**config.mk**
```make
export PLATFORM = sky130hd
export DESIGN_NAME = pipelined_add_sub
export DESIGN_NICKNAME = d
export VERILOG_FILES = /design/src/rtl/pipelined_add_sub.sv
export SDC_FILE = /design/constraint.sdc
export NUM_CORES = 1
export LEC_CHECK = 0
export ABC_AREA = 1
export ABC_CLOCK_PERIOD_IN_PS = 2500
export CELL_PAD_IN_SITES_DETAIL_PLACEMENT = 1
export CELL_PAD_IN_SITES_GLOBAL_PLACEMENT = 1
export CORE_ASPECT_RATIO = 0.75
export CORE_MARGIN = 1
export CORE_UTILIZATION = 42
export DETAILED_ROUTE_END_ITERATION = 6
export PLACE_DENSITY = 0.78
export SLEW_MARGIN = 20
export SYNTH_ARGS = -nofsm -noshare
export SYNTH_HDL_FRONTEND = slang
export SYNTH_SLANG_ARGS = --single-unit
```
**constraint.sdc**
```tcl
create_clock -name clk -period 2.5 [get_ports clk]
set_input_delay 0.375 -clock clk [delete_from_list [all_inputs] [get_ports clk]]
set_output_delay 0.375 -clock clk [all_outputs]
set_load 0.02 [all_outputs]
```
**src/rtl/pipelined_add_sub.sv**
```systemverilog
// Pipelined two's-complement adder/subtractor with a valid/ready handshake.
// WIDTH is split into STAGES chunks of C bits each. Stage k resolves the carry
// of chunk k, so a result appears STAGES cycles after its operands are accepted.
// Each beat carries its operands, its partial sum and its running carry along
// the pipe. A stage is free to load when it is empty or when its beat moves on,
// so an empty slot is filled even while the output is stalled.
module pipelined_add_sub #(
    parameter int unsigned WIDTH  = 32,
    parameter int unsigned STAGES = 4
) (
    input  logic             clk,
    input  logic             rst_n,
    input  logic             in_valid,
    output logic             in_ready,
    input  logic [WIDTH-1:0] a,
    input  logic [WIDTH-1:0] b,
    input  logic             sub,
    output logic             out_valid,
    input  logic             out_ready,
    output logic [WIDTH-1:0] sum,
    output logic             cout,
    output logic             ovf
);

    localparam int unsigned C = WIDTH / STAGES;

    // Per-stage state: valid, operand A, operand B' (already inverted for sub),
    // partial sum (chunks 0..k resolved) and carry out of chunk k.
    logic             r_v [STAGES];
    logic [WIDTH-1:0] r_a [STAGES];
    logic [WIDTH-1:0] r_b [STAGES];
    logic [WIDTH-1:0] r_s [STAGES];
    logic             r_c [STAGES];
    logic             r_ovf;

    // Per-stage load inputs and next-state values.
    logic [STAGES-1:0] w_rdy;
    logic              w_inv [STAGES];
    logic [WIDTH-1:0]  w_ina [STAGES];
    logic [WIDTH-1:0]  w_inb [STAGES];
    logic [WIDTH-1:0]  w_ins [STAGES];
    logic              w_cin [STAGES];
    logic [C:0]        w_ck  [STAGES];
    logic [WIDTH-1:0]  w_ns  [STAGES];
    logic              w_ovf;

    // Ready chain from the output back to the input: a stage may load when it
    // is empty or when the stage after it is loading.
    always_comb begin : p_ready
        logic v_r;
        v_r   = out_ready;
        w_rdy = '0;
        for (int unsigned i = 0; i < STAGES; i++) begin
            v_r = !r_v[STAGES-1-i] || v_r;
            w_rdy[STAGES-1-i] = v_r;
        end
    end

    // Source of each stage: the input ports for stage 0, otherwise the stage before.
    always_comb begin
        w_inv[0] = in_valid;
        w_ina[0] = a;
        w_inb[0] = sub ? ~b : b;
        w_ins[0] = '0;
        w_cin[0] = sub;
        for (int unsigned k = 1; k < STAGES; k++) begin
            w_inv[k] = r_v[k-1];
            w_ina[k] = r_a[k-1];
            w_inb[k] = r_b[k-1];
            w_ins[k] = r_s[k-1];
            w_cin[k] = r_c[k-1];
        end
    end

    // Chunk adders: stage k sums chunk k and splices it into the partial sum.
    always_comb begin
        for (int unsigned k = 0; k < STAGES; k++) begin
            w_ck[k] = {1'b0, w_ina[k][k*C +: C]} + {1'b0, w_inb[k][k*C +: C]}
                    + {{C{1'b0}}, w_cin[k]};
            w_ns[k] = w_ins[k];
            w_ns[k][k*C +: C] = w_ck[k][C-1:0];
        end
    end

    // Signed overflow of the final stage: equal operand signs giving a result of
    // the other sign, equivalent to carry-into-MSB XOR carry-out-of-MSB.
    always_comb begin
        w_ovf = (w_ina[STAGES-1][WIDTH-1] == w_inb[STAGES-1][WIDTH-1]) &&
                (w_ns[STAGES-1][WIDTH-1] != w_ina[STAGES-1][WIDTH-1]);
    end

    // Stage registers: load on ready, hold otherwise; data only moves with a valid beat.
    always_ff @(posedge clk or negedge rst_n) begin
        if (!rst_n) begin
            for (int unsigned k = 0; k < STAGES; k++) begin
                r_v[k] <= 1'b0;
                r_a[k] <= '0;
                r_b[k] <= '0;
                r_s[k] <= '0;
                r_c[k] <= 1'b0;
            end
            r_ovf <= 1'b0;
        end else begin
            for (int unsigned k = 0; k < STAGES; k++) begin
                if (w_rdy[k]) begin
                    r_v[k] <= w_inv[k];
                    if (w_inv[k]) begin
                        r_a[k] <= w_ina[k];
                        r_b[k] <= w_inb[k];
                        r_s[k] <= w_ns[k];
                        r_c[k] <= w_ck[k][C];
                    end
                end
            end
            if (w_rdy[STAGES-1] && w_inv[STAGES-1]) begin
                r_ovf <= w_ovf;
            end
        end
    end

    assign in_ready  = w_rdy[0];
    assign out_valid = r_v[STAGES-1];
    assign sum       = r_s[STAGES-1];
    assign cout      = r_c[STAGES-1];
    assign ovf       = r_ovf;

endmodule

```
; ---- Word-level counts from Yosys, hierarchy flattened
; Cells that the tools add are included.
[totals]
ff_bits = 281
inputBits = 69
out_inout_bits = 36
elab_cells = 45
[op_classes]
addsub = 8
eq_ne = 2
mux = 1
bitwise = 1
reduce_logical = 14
[ops]
columns = cell, count
row1 = $add 8x8->9, 4
row2 = $add 9x1->9, 4
row3 = $mux 32, 1
row4 = $not 32->32, 1
row5 = $reduce_and 2->1, 4
row6 = $logic_not 1->1, 4
row7 = $logic_or 1x1->1, 4
row8 = $logic_and 1x1->1, 2
row9 = $eq 1x1->1, 1
row10 = $ne 1x1->1, 1

; ---- Logic depth before layout (Yosys ltp)
[logic_depth]
word_depth = 6
mapped_depth = 14
ltp_nobuf = 12

; ---- Worst setup path before layout
; No wires, ideal clock.
[synth_timing]
path_kind = input to register
startpoint = in sub
endpoint = reg r_s[102] (netlist bit)
setup_ns = 0.117
t_arrival_ns = 1.792
required_time_ns = 2.383
slack_ns = 0.591
stages = 10
path_buffers = 2
path_cell_list = buf_2 buf_2 xor2_1 ha_1 a21oi_1 or2_2 nand3_1 nand2_1 nand3_1 nand2_1
[synth_via]
elab_chain_len = 3
[synth_rtl]
columns = element, line_no
row1 = start: declaration, 17  ; input logic sub,
row2 = $mux 32, 63  ; w_inb[0] = sub ? ~b : b;
row3 = $add 8x8->9, 78  ; w_ck[k] = {1'b0, w_ina[k][k*C +: C]} + {1'b0, w_inb[k][k*C +: C]}
row4 = $add 9x1->9 *, 79  ; + {{C{1'b0}}, w_cin[k]};
row5 = end signal: indexed assignment, 110  ; r_s[k] <= w_ns[k];
row6 = end: declaration, 32  ; logic [WIDTH-1:0] r_s [STAGES];
; Mark *: on every way between the ends. The rest lies on a longest branch, timed or not.
; A chain may end at the register's enable or synchronous reset.

; ---- Worst setup path after layout
[layout_timing]
startpoint = in out_ready
endpoint = out in_ready
[layout_via]
elab_chain_len = 4
[layout_rtl]
columns = element, line_no
row1 = start: declaration, 19  ; input logic out_ready,
row2 = $logic_or 1x1->1 (4 in series), 54  ; v_r = !r_v[STAGES-1-i] || v_r;
row3 = end: declaration, 14  ; output logic in_ready,
; Every way passes these cells.

==> impl_results.md <==
- HP Class: reg2reg
- ANT nets after route: 0
- Combinational Power Share: 33.4%
- Crit-path cells: clkdlybuf4s50_1 > inv_1 > nand2_2 > inv_2 > nand3_4 > nor2_4 > inv_2 > clkdlybuf4s50_1
- Switching share of power: 35.5%
- Syn nets: 1115
- Synth Warn #: 0
- DR vias: 6574
- Reg2reg setup slack: 510 ps
- Skew final: 16.1 ps
- Hold Path Sink: sum[18]
- WP data required: around 2100 ps
- R2R Path End: r_s[76]
- Startpoint types: primary input
- Internal power consumption: 6940 uW
- Rows: 45
- Leak pwr: 0.00526 uW
- Initial Utilization: 43.1%
- Pin count of the biggest net entering global routing: a little under 80
- Worst-Skew Late Latency: 430 ps
- Area added between synthesis and finish: 19.7%
- Post-Route WL: just over 20 mm
- DR WL/cell: 15.0 um
- First-pass GRT wire length: 35.1 mm
- Slowest-stage cell, CP: clkdlybuf4s50_1
- Final Max Slew Viols: 0
- Ratio of cells with drive above 1 in the final layout: 5.68%
- Htree depth: 4
- CTS tree: yes
- DR DRC count: 0
- CTS Buf Count: 17
- Post-CTS sizing: 0
- Fmax: 448 MHz
- Post-layout min period: 2230 ps
- Mapped cell area: 8790 um2
- Top cells by area, synth: dfrtp_1 (53%), nand2_1 (18%), o21ai_0 (4.6%), ha_1 (4.0%), xnor2_1 (3.6%)
- Area of the core: 20400 um2
- Cell count after placement: roughly 1300
- Seq/Total Area, Yosys: between 50% and 60%
- Reg2Reg Launch Point: r_a[104]
- Maximum clock path buffer count: 2
- Antenna violations before repair: 0
- Final worst-path cycle share: 89.3%
- Root buffer cell: clkbuf_16
- Worst r2r path cells: 6
- Hold path depth: 2
- Hold Path Origin: r_s[50]
- CP max FO: 3
- Via density: 4.79
- Clock power share: 25.0%
- Die width: 169 um
- Max cap viols: 0
- Total die area: 21500 um2
- Vias in the first global route: 6756
- Final hold violation count: 0
- # Post-CTS Setup Buffers: 0
- WP buf/inv: 5
- Pwr dens: 1020 nW/um2
- Fin cells: 1373
- Slew margin rel.: 56.1%
- Switching Power: ~3800 uW
- Number of library cell types mapped by synthesis: 25
- Worst Path Arrival: around 1900 ps
- Cell family with most CP delay: buffers and inverters
- Outcome: finished clean
- Share of the synthesized area in the top cell type: between 50 and 60%
- Overall Global Routing Usage: 20.9%
- Yosys top cell by area: dfrtp_1
- CP peak stage delay: 610 ps
- # IOs: 105
- Gr ovfl total: 0
- DPL Wire Length: between 10 and 15 mm
- DRT Pass-1 Iters: 4
- Placer congestion estimate: 0.791
- Part of the power in registers: 41.6%
- Setup total negative slack: 0 ps
- Antenna diodes: 0
- Critical path class: in2out
- Post-synthesis cell count: about 1000
- Reg clk slew, reported paths: 70 ps
- Maximum vdd drop: 0.539 mV
- Flops & latches, synth: 185
- Worst Tran Pin Value: approximately 660 ps
- IO buf count: 104
- DR iter-0 viols: 475
- Nets@finish: 1182
- Mean Syn Cell Area: 8.69 um2
- Setup Viol. Count Final: 0
- Die Ht: approximately 130 um
- CP endpoint kind: output pin
- Clk sinks: 185
- Unrepaired setup endpoints after global routing: no
==> metal layers <==
metal	global-route usage, %	part of all wire, %	wire length (um)	vias up
met5	0	0	0	-
met4	5.83	0.95	195	0
met3	3.75	4.2	859	11
met2	30.7	42	8660	117
met1	31.6	53	10900	3157
li1	-	-	-	3289
==> how the worst max path moves through the flow <==
stage	startpoint	to	slack [ps]	cells after the start
floorplan	sub	r_s[102]	590	10
global placement	out_ready	in_ready	260	8
detailed placement	out_ready	in_ready	270	8
CTS	out_ready	in_ready	260	8
global route	out_ready	in_ready	220	8
finish	out_ready	in_ready	270	8
==> synth_stat cells <==
| master | count |
|---|---|
| ha_1 | 28 |
| xor2_1 | 8 |
| nand3b_1 | 6 |
| dfrtp_1 | 185 |
| clkbuf_1 | 13 |
| nand2_2 | 2 |
| nand3_1 | 36 |
| buf_2 | 23 |
| nand2_4 | 1 |
| fa_1 | 7 |
| inv_2 | 3 |
| o21ai_1 | 2 |
| inv_1 | 59 |
| a21o_1 | 4 |
| nand2_1 | 428 |
| nand3_4 | 1 |
| nor2_4 | 2 |
| xnor2_1 | 36 |
| nand4_1 | 14 |
| a21oi_1 | 18 |
| buf_4 | 32 |
| or2_2 | 5 |
| buf_6 | 4 |
| o21ai_0 | 81 |
| nor2_1 | 13 |
==> worst register-to-register path: cells and delay by family (launching register included) <==
kind | cells | cell delay (ps)
compound gates | 1 | 100
xor+xnor | 1 | 210
fa+ha+maj | 2 | 930
flops | 1 | 410
simple gates | 2 | 200
==> repair_timing <==
item                       4_1_cts  5_1_grt
hold buffers                     1        0
hold endpoints to repair        62        0
setup endpoints to repair        0        0
==> kinds of logic after synthesis <==
kind of cell / after synthesis / synth area share [%]
simple gates: 508 / 23.5
flops: 185 / 52.7
buf+inv: 134 / 7.76
compound gates: 105 / 6.10
xor+xnor: 44 / 4.39
fa+ha+maj: 35 / 5.58
==> placed cells by master, fill, tap and decap left out, types with 2 or more instances in the layout <==
cell	instances
a21o_1	4
a21oi_1	18
buf_12	6
buf_4	9
bufinv_16	2
clkbuf_16	17
clkbuf_8	3
clkdlybuf4s50_1	102
clkinv_2	4
clkinvlp_4	3
dfrtp_1	185
fa_1	7
ha_1	28
inv_1	59
inv_2	3
nand2_1	428
nand2_2	2
nand3_1	36
nand3b_1	6
nand4_1	14
nor2_1	13
nor2_4	2
o21ai_0	81
o21ai_1	2
or2_2	5
xnor2_1	36
xor2_1	8
==> state kept, by name (all words and copies together), names as in the netlist <==
| register | cells |
|---|---|
| r_b | 48 |
| ovf | 1 |
| r_s | 48 |
| out_valid | 1 |
| r_c | 3 |
| cout | 1 |
| r_v | 3 |
| sum | 32 |
| r_a | 48 |
==> stage by stage <==
stage          hold slack [ps]  total power, uW  instance area (um2)  utilization [%]  worst slack, ps
6_report                   466            10800                10500             51.6              268
5_1_grt                    482            11500                10500             51.6              219
4_1_cts                    464            10900                10500             51.6              256
3_5_place_dp               432             8110                 9910             48.6              271
3_3_place_gp               430             7950                 9910             48.6              261
2_1_floorplan             79.4             6970                 8790                -              591
==> power groups by stage <==
stage	registers, uW	clock network [uW]	logic (uW)
2_1_floorplan	4340	0	2630
3_3_place_gp	4480	0	3460
3_5_place_dp	4530	0	3590
4_1_cts	4480	2770	3650
5_1_grt	4600	2870	4080
6_report	4480	2700	3590
==> area by class of cell <==
type / count / area, um2
Sequential cell: 185 / 4630
Inverter: 62 / 233
Timing Repair Buffer: 120 / 1230
Clock buffer: 21 / 470
Tap cell: 282 / 353
Clock inverter: 11 / 120
Multi-Input combinational cell: 692 / 3470
Fill cell: 2415 / 9870
(Power assumes the default switching activity.)
